===== config.mk =====
export PLATFORM = sky130hd
export DESIGN_NAME = pwm_multi
export DESIGN_NICKNAME = d
export VERILOG_FILES = /design/src/rtl/pwm_pkg.sv /design/src/rtl/pwm_channel.sv /design/src/rtl/pwm_multi.sv
export SDC_FILE = /design/constraint.sdc
export NUM_CORES = 1
export LEC_CHECK = 0
export BUFFER_PORTS_ARGS = -buffer_cell sky130_fd_sc_hd__buf_2
export CORE_ASPECT_RATIO = 1.4
export CORE_MARGIN = 2
export CORE_UTILIZATION = 50
export DETAILED_ROUTE_END_ITERATION = 16
export PLACE_DENSITY_LB_ADDON = 0.12
export SLEW_MARGIN = 20
export SYNTH_ARGS = -nofsm -noshare
export SYNTH_HDL_FRONTEND = slang
export SYNTH_HIERARCHICAL = 1
export SYNTH_SLANG_ARGS = --single-unit
export TNS_END_PERCENT = 1

===== constraint.sdc =====
create_clock -name clock_in -period 3.9 [get_ports clock_in]
set_clock_uncertainty 0.15 [all_clocks]
set_input_delay 0.39 -clock clock_in [delete_from_list [all_inputs] [get_ports clock_in]]
set_output_delay 0.39 -clock clock_in [all_outputs]
set_load 0.05 [all_outputs]

===== src/rtl/pwm_pkg.sv =====
// pwm_pkg: shared types and default sizes for the multi-channel PWM generator
package pwm_pkg;
   localparam int PWM_WIDTH    = 8;
   localparam int PWM_CHANNELS = 4;
   typedef enum logic {PWM_EDGE, PWM_CENTER} pwm_mode_e;
endpackage


===== src/rtl/pwm_channel.sv =====
// pwm_channel: double-buffered duty compare with enable/polarity and registered output
module pwm_channel
   import pwm_pkg::*;
#(
   parameter int WIDTH = PWM_WIDTH
) (
   input  logic             clock_in,
   input  logic             reset_n,
   input  logic [WIDTH-1:0] counter,
   input  logic             boundary,
   input  logic             load,
   input  logic [WIDTH-1:0] load_duty,
   input  logic             enable,
   input  logic             invert,
   output logic             pwm
);
   logic [WIDTH-1:0] shadow_duty, active_duty, duty_cur;
   // the boundary cycle already compares against the duty it is about to latch
   assign duty_cur = boundary ? shadow_duty : active_duty;
   always_ff @(posedge clock_in or negedge reset_n)
      if (!reset_n) begin
         shadow_duty <= '0;
         active_duty <= '0;
         pwm         <= 1'b0;
      end else begin
         shadow_duty <= load ? load_duty : shadow_duty;
         active_duty <= duty_cur;
         pwm         <= (enable & (counter < duty_cur)) ^ invert;
      end
endmodule


===== src/rtl/pwm_multi.sv =====
// pwm_multi: shared edge/center-aligned period counter driving CHANNELS compare channels
module pwm_multi
   import pwm_pkg::*;
#(
   parameter int WIDTH    = PWM_WIDTH,
   parameter int CHANNELS = PWM_CHANNELS,
   parameter int CH_W     = (CHANNELS > 1) ? $clog2(CHANNELS) : 1
) (
   input  logic                clock_in,
   input  logic                reset_n,
   input  logic [WIDTH-1:0]    period,
   input  logic                center_mode,
   input  logic                load_en,
   input  logic [CH_W-1:0]     load_ch,
   input  logic [WIDTH-1:0]    load_duty,
   input  logic [CHANNELS-1:0] ch_enable,
   input  logic [CHANNELS-1:0] ch_invert,
   output logic [CHANNELS-1:0] pwm_out,
   output logic                period_start
);
   logic [WIDTH-1:0] counter, counter_nxt, period_act, period_eff;
   pwm_mode_e        mode_act, mode_eff;
   logic             down, down_eff, down_nxt, boundary, at_top;
   assign boundary = (counter == '0);
   // new period/mode apply from the boundary cycle itself, so a period always restarts going up
   always_comb begin
      period_eff  = boundary ? period : period_act;
      mode_eff    = boundary ? pwm_mode_e'(center_mode) : mode_act;
      down_eff    = boundary ? 1'b0 : down;
      at_top      = !down_eff && (counter == period_eff);
      counter_nxt = (period_eff == '0) ? '0 :
                    down_eff           ? counter - 1'b1 :
                    !at_top            ? counter + 1'b1 :
                    (mode_eff == PWM_CENTER) ? period_eff - 1'b1 : '0;
      down_nxt    = (period_eff != '0) && (down_eff || (at_top && mode_eff == PWM_CENTER));
   end
   always_ff @(posedge clock_in or negedge reset_n)
      if (!reset_n) begin
         counter      <= '0;
         down         <= 1'b0;
         period_act   <= '0;
         mode_act     <= PWM_EDGE;
         period_start <= 1'b0;
      end else begin
         counter      <= counter_nxt;
         down         <= down_nxt;
         period_act   <= period_eff;
         mode_act     <= mode_eff;
         period_start <= boundary;
      end
   for (genvar g = 0; g < CHANNELS; g++) begin : g_ch
      pwm_channel #(.WIDTH(WIDTH)) u_ch (
         .clock_in  (clock_in),
         .reset_n   (reset_n),
         .counter   (counter),
         .boundary  (boundary),
         .load      (load_en && (load_ch == CH_W'(g))),
         .load_duty (load_duty),
         .enable    (ch_enable[g]),
         .invert    (ch_invert[g]),
         .pwm       (pwm_out[g])
      );
   end
endmodule


==> flow_summary.ini <==
[outcome]
status = complete, but fails checks
violations = negative hold slack

[cts]
clkLatencyLatePin_ns = 0.34
clock_sinks = 87
max-clock-path-buffers = 2
cts_root_buffer = clkbuf_16
cts_buffers = 9
tritoncts = built
cts.reportedPaths.clkPinSlew_ns = 0.07
hold_buffers = 0
cts_setup_buffers = 0
cts.repair.resized = 0
htree_num_levels = 3

[synth]
synth_ff_type = dfrtp_1
synthArstFlopShare_pct = 100
ys_ff_latch = 87
synth_area_leader_cell = dfrtp_1
ys_seq_area_share_pct = 44.9
ys_warn_count = 6
synth_commonest_cells = 87 x dfrtp_1, 45 x inv_1, 33 x mux2i_1
syn_avg_cell_area_sq_um = 11.2
syn_inst = 431
ys_types = 55
synth_edf_count = 0
syn-num-nets = 493
yosysTopAreaCellShare_pct = 44.9
synthTopCellsByArea = dfrtp_1 45%, ha_1 8.3%, mux2i_1 6.8%
synth.most_common_cell = dfrtp_1
syn_area_sq_mm = 0.00485

[final_layout]
fin_util_pct = 57.4
num-fill-cells = 824
syn2layout_area_growth_pct = 11.9
antenna_cells = 0
final_nets = 532
drive_above_1_share_pct = 21.1

[detailed_routing]
viasPerCell = 5.84
drt_iter0_markers = 186
drc = 0
num_vias = 3416
ant_nets = 0
wirelength_um = 11100
first_pass_iters = 4
wl_per_cell_um = 19.0

[global_routing]
antenna_found_initial = 0
grt_pass1_wl_um = 18000
grt_max_degree = 88
grt_pass1_vias = 3475
grt.total_usage_pct = 22.9
overflow = 0

[critical_path]
path_class = reg -> reg
r2r_start = counter[0]
worstRegToRegCells = 12
reg2reg_to = g_ch[1].u_ch/pwm
worstSetupEndpointType = register
critPathMaxFanout = 33
r2r_slack_ns = 0.42
crit_arrival_ns = 3.59
required_ns = 4.01
startpoint = counter[0]
start_kind = register

[sta]
setup_viol = 0
period_needed_ns = 3.48
fmax_mhz = 288
final.setup.tns_ns = 0
min_period_over_period_pct = 89.1
worst_pin_slew_ns = 0.779
slew_headroom_pct = 48.1
hold-worst-slack_ns = -0.0572
rsz0062_at_grt = false
maxSlewViolCount = 0
finalHoldViolCount = 69

[power]
ir_drop_v = 0.000373
total_leakage_power_nw = 2.59
powerDensity_mw_per_mm2 = 744

[floorplanning]
fp-row-count = 42
start_util_pct = 51.3
io_pins = 35
die_w_um = 87.2
coreArea_sq_mm = 0.00946
dieArea_sq_mm = 0.0105
fp.dieH_um = 121

[placement]
io_buffers = 34
hpwlAfterDp_um = 7790
place.gp.congestion = 0.926

[min_path]
hold_class = in -> async

[job]
maxCapViolCount = 0
[power breakdown]
group | internal (mW) | total [mW] | switching, mW
Sequential | 1.20 | 1.42 | 0.213
Clock | 0.452 | 0.819 | 0.367
Combinational | 0.747 | 1.80 | 1.05
[sequential cells by signal, indices dropped and copies added (netlist names)]
name / cells
counter: 8
down: 1
g_ch.u_ch/active_duty: 32
g_ch.u_ch/pwm: 4
g_ch.u_ch/shadow_duty: 32
mode_act: 1
period_act: 8
period_start: 1
[layer usage]
metal | global-route usage, % | share of wire (%) | vias to the layer above | wire [um]
met5 | 0 | 0 | - | 0
met4 | 12.1 | 3.5 | 0 | 390
met3 | 3.00 | 3.2 | 23 | 350
met2 | 38.1 | 51 | 86 | 5660
met1 | 28.6 | 42 | 1700 | 4690
li1 | - | - | 1607 | -
[worst max-delay path by stage]
stage,cells past startpoint,end,slack [ns]
floorplan,14,g_ch[1].u_ch/pwm,0.69
global placement,12,g_ch[1].u_ch/pwm,0.63
detailed placement,12,g_ch[1].u_ch/pwm,0.47
CTS,12,g_ch[1].u_ch/pwm,0.44
global route,12,g_ch[1].u_ch/pwm,0.19
finish,12,g_ch[1].u_ch/pwm,0.42
[cells by family after synthesis]
| group | after synthesis | synth area share (%) |
|---|---|---|
| and+or+nand+nor | 95 | 11.5 |
| DFF | 87 | 44.9 |
| muxes | 74 | 16.6 |
| AOI/OAI and AO/OA | 61 | 9.24 |
| buffers and inverters | 61 | 5.65 |
| adders and majority gates | 32 | 8.26 |
| xor gates and xnor gates | 21 | 3.79 |
[final cells by class]
type                       count  area [sq um]  area share, %
inverter                      45           169           3.11
sequential                    87          2180           40.1
multi-input combinational    283          2400           44.2
clock buffer                  10           239           4.40
clock inverter                 6          43.8          0.807
tap                          110           138           2.54
timing repair buffer          44           264           4.86
[cells in the final DEF (no fill, tap or decap), types with 9 or more instances in the layout]
master / synthesis / layout
mux2_2: 19 / 19
xnor2_1: 12 / 12
buf_2: 6 / 33
nand2_1: 16 / 16
clkbuf_16: 0 / 9
xor2_1: 9 / 9
a21oi_1: 17 / 17
mux2i_1: 33 / 33
dfrtp_1: 87 / 87
nor3_1: 9 / 9
o21ai_0: 9 / 9
nor2_1: 10 / 10
ha_1: 32 / 32
buf_4: 0 / 9
nor2b_1: 9 / 9
inv_1: 45 / 44
mux2_1: 18 / 18
nand3_1: 16 / 16
[worst max-delay path, stage by stage, from the launching register on]
cell	delay, ns
dfrtp_1	0.53
inv_1	0.19
ha_1	0.24
nor4b_4	0.30
nand2_2	0.26
clkinv_1	0.14
buf_12	0.26
mux2i_1	0.26
ha_1	0.27
a211oi_1	0.26
o221ai_1	0.17
a21oi_1	0.19
xor2_1	0.16
[per-stage QoR]
stage	total power [mW]	hold slack [ns]	setup WS (ns)	std cells	cell area, sq um
4_1_cts	4.07	0.0697	0.444	585	5420
3_5_place_dp	3.22	0.324	0.472	569	5140
3_3_place_gp	3.17	0.317	0.633	569	5140
5_1_grt	4.36	0.0178	0.192	585	5430
6_report	4.04	-0.0572	0.424	585	5430
2_1_floorplan	2.69	-0.0556	0.690	431	4850
Note: power is estimated with default switching activity, not from simulation.
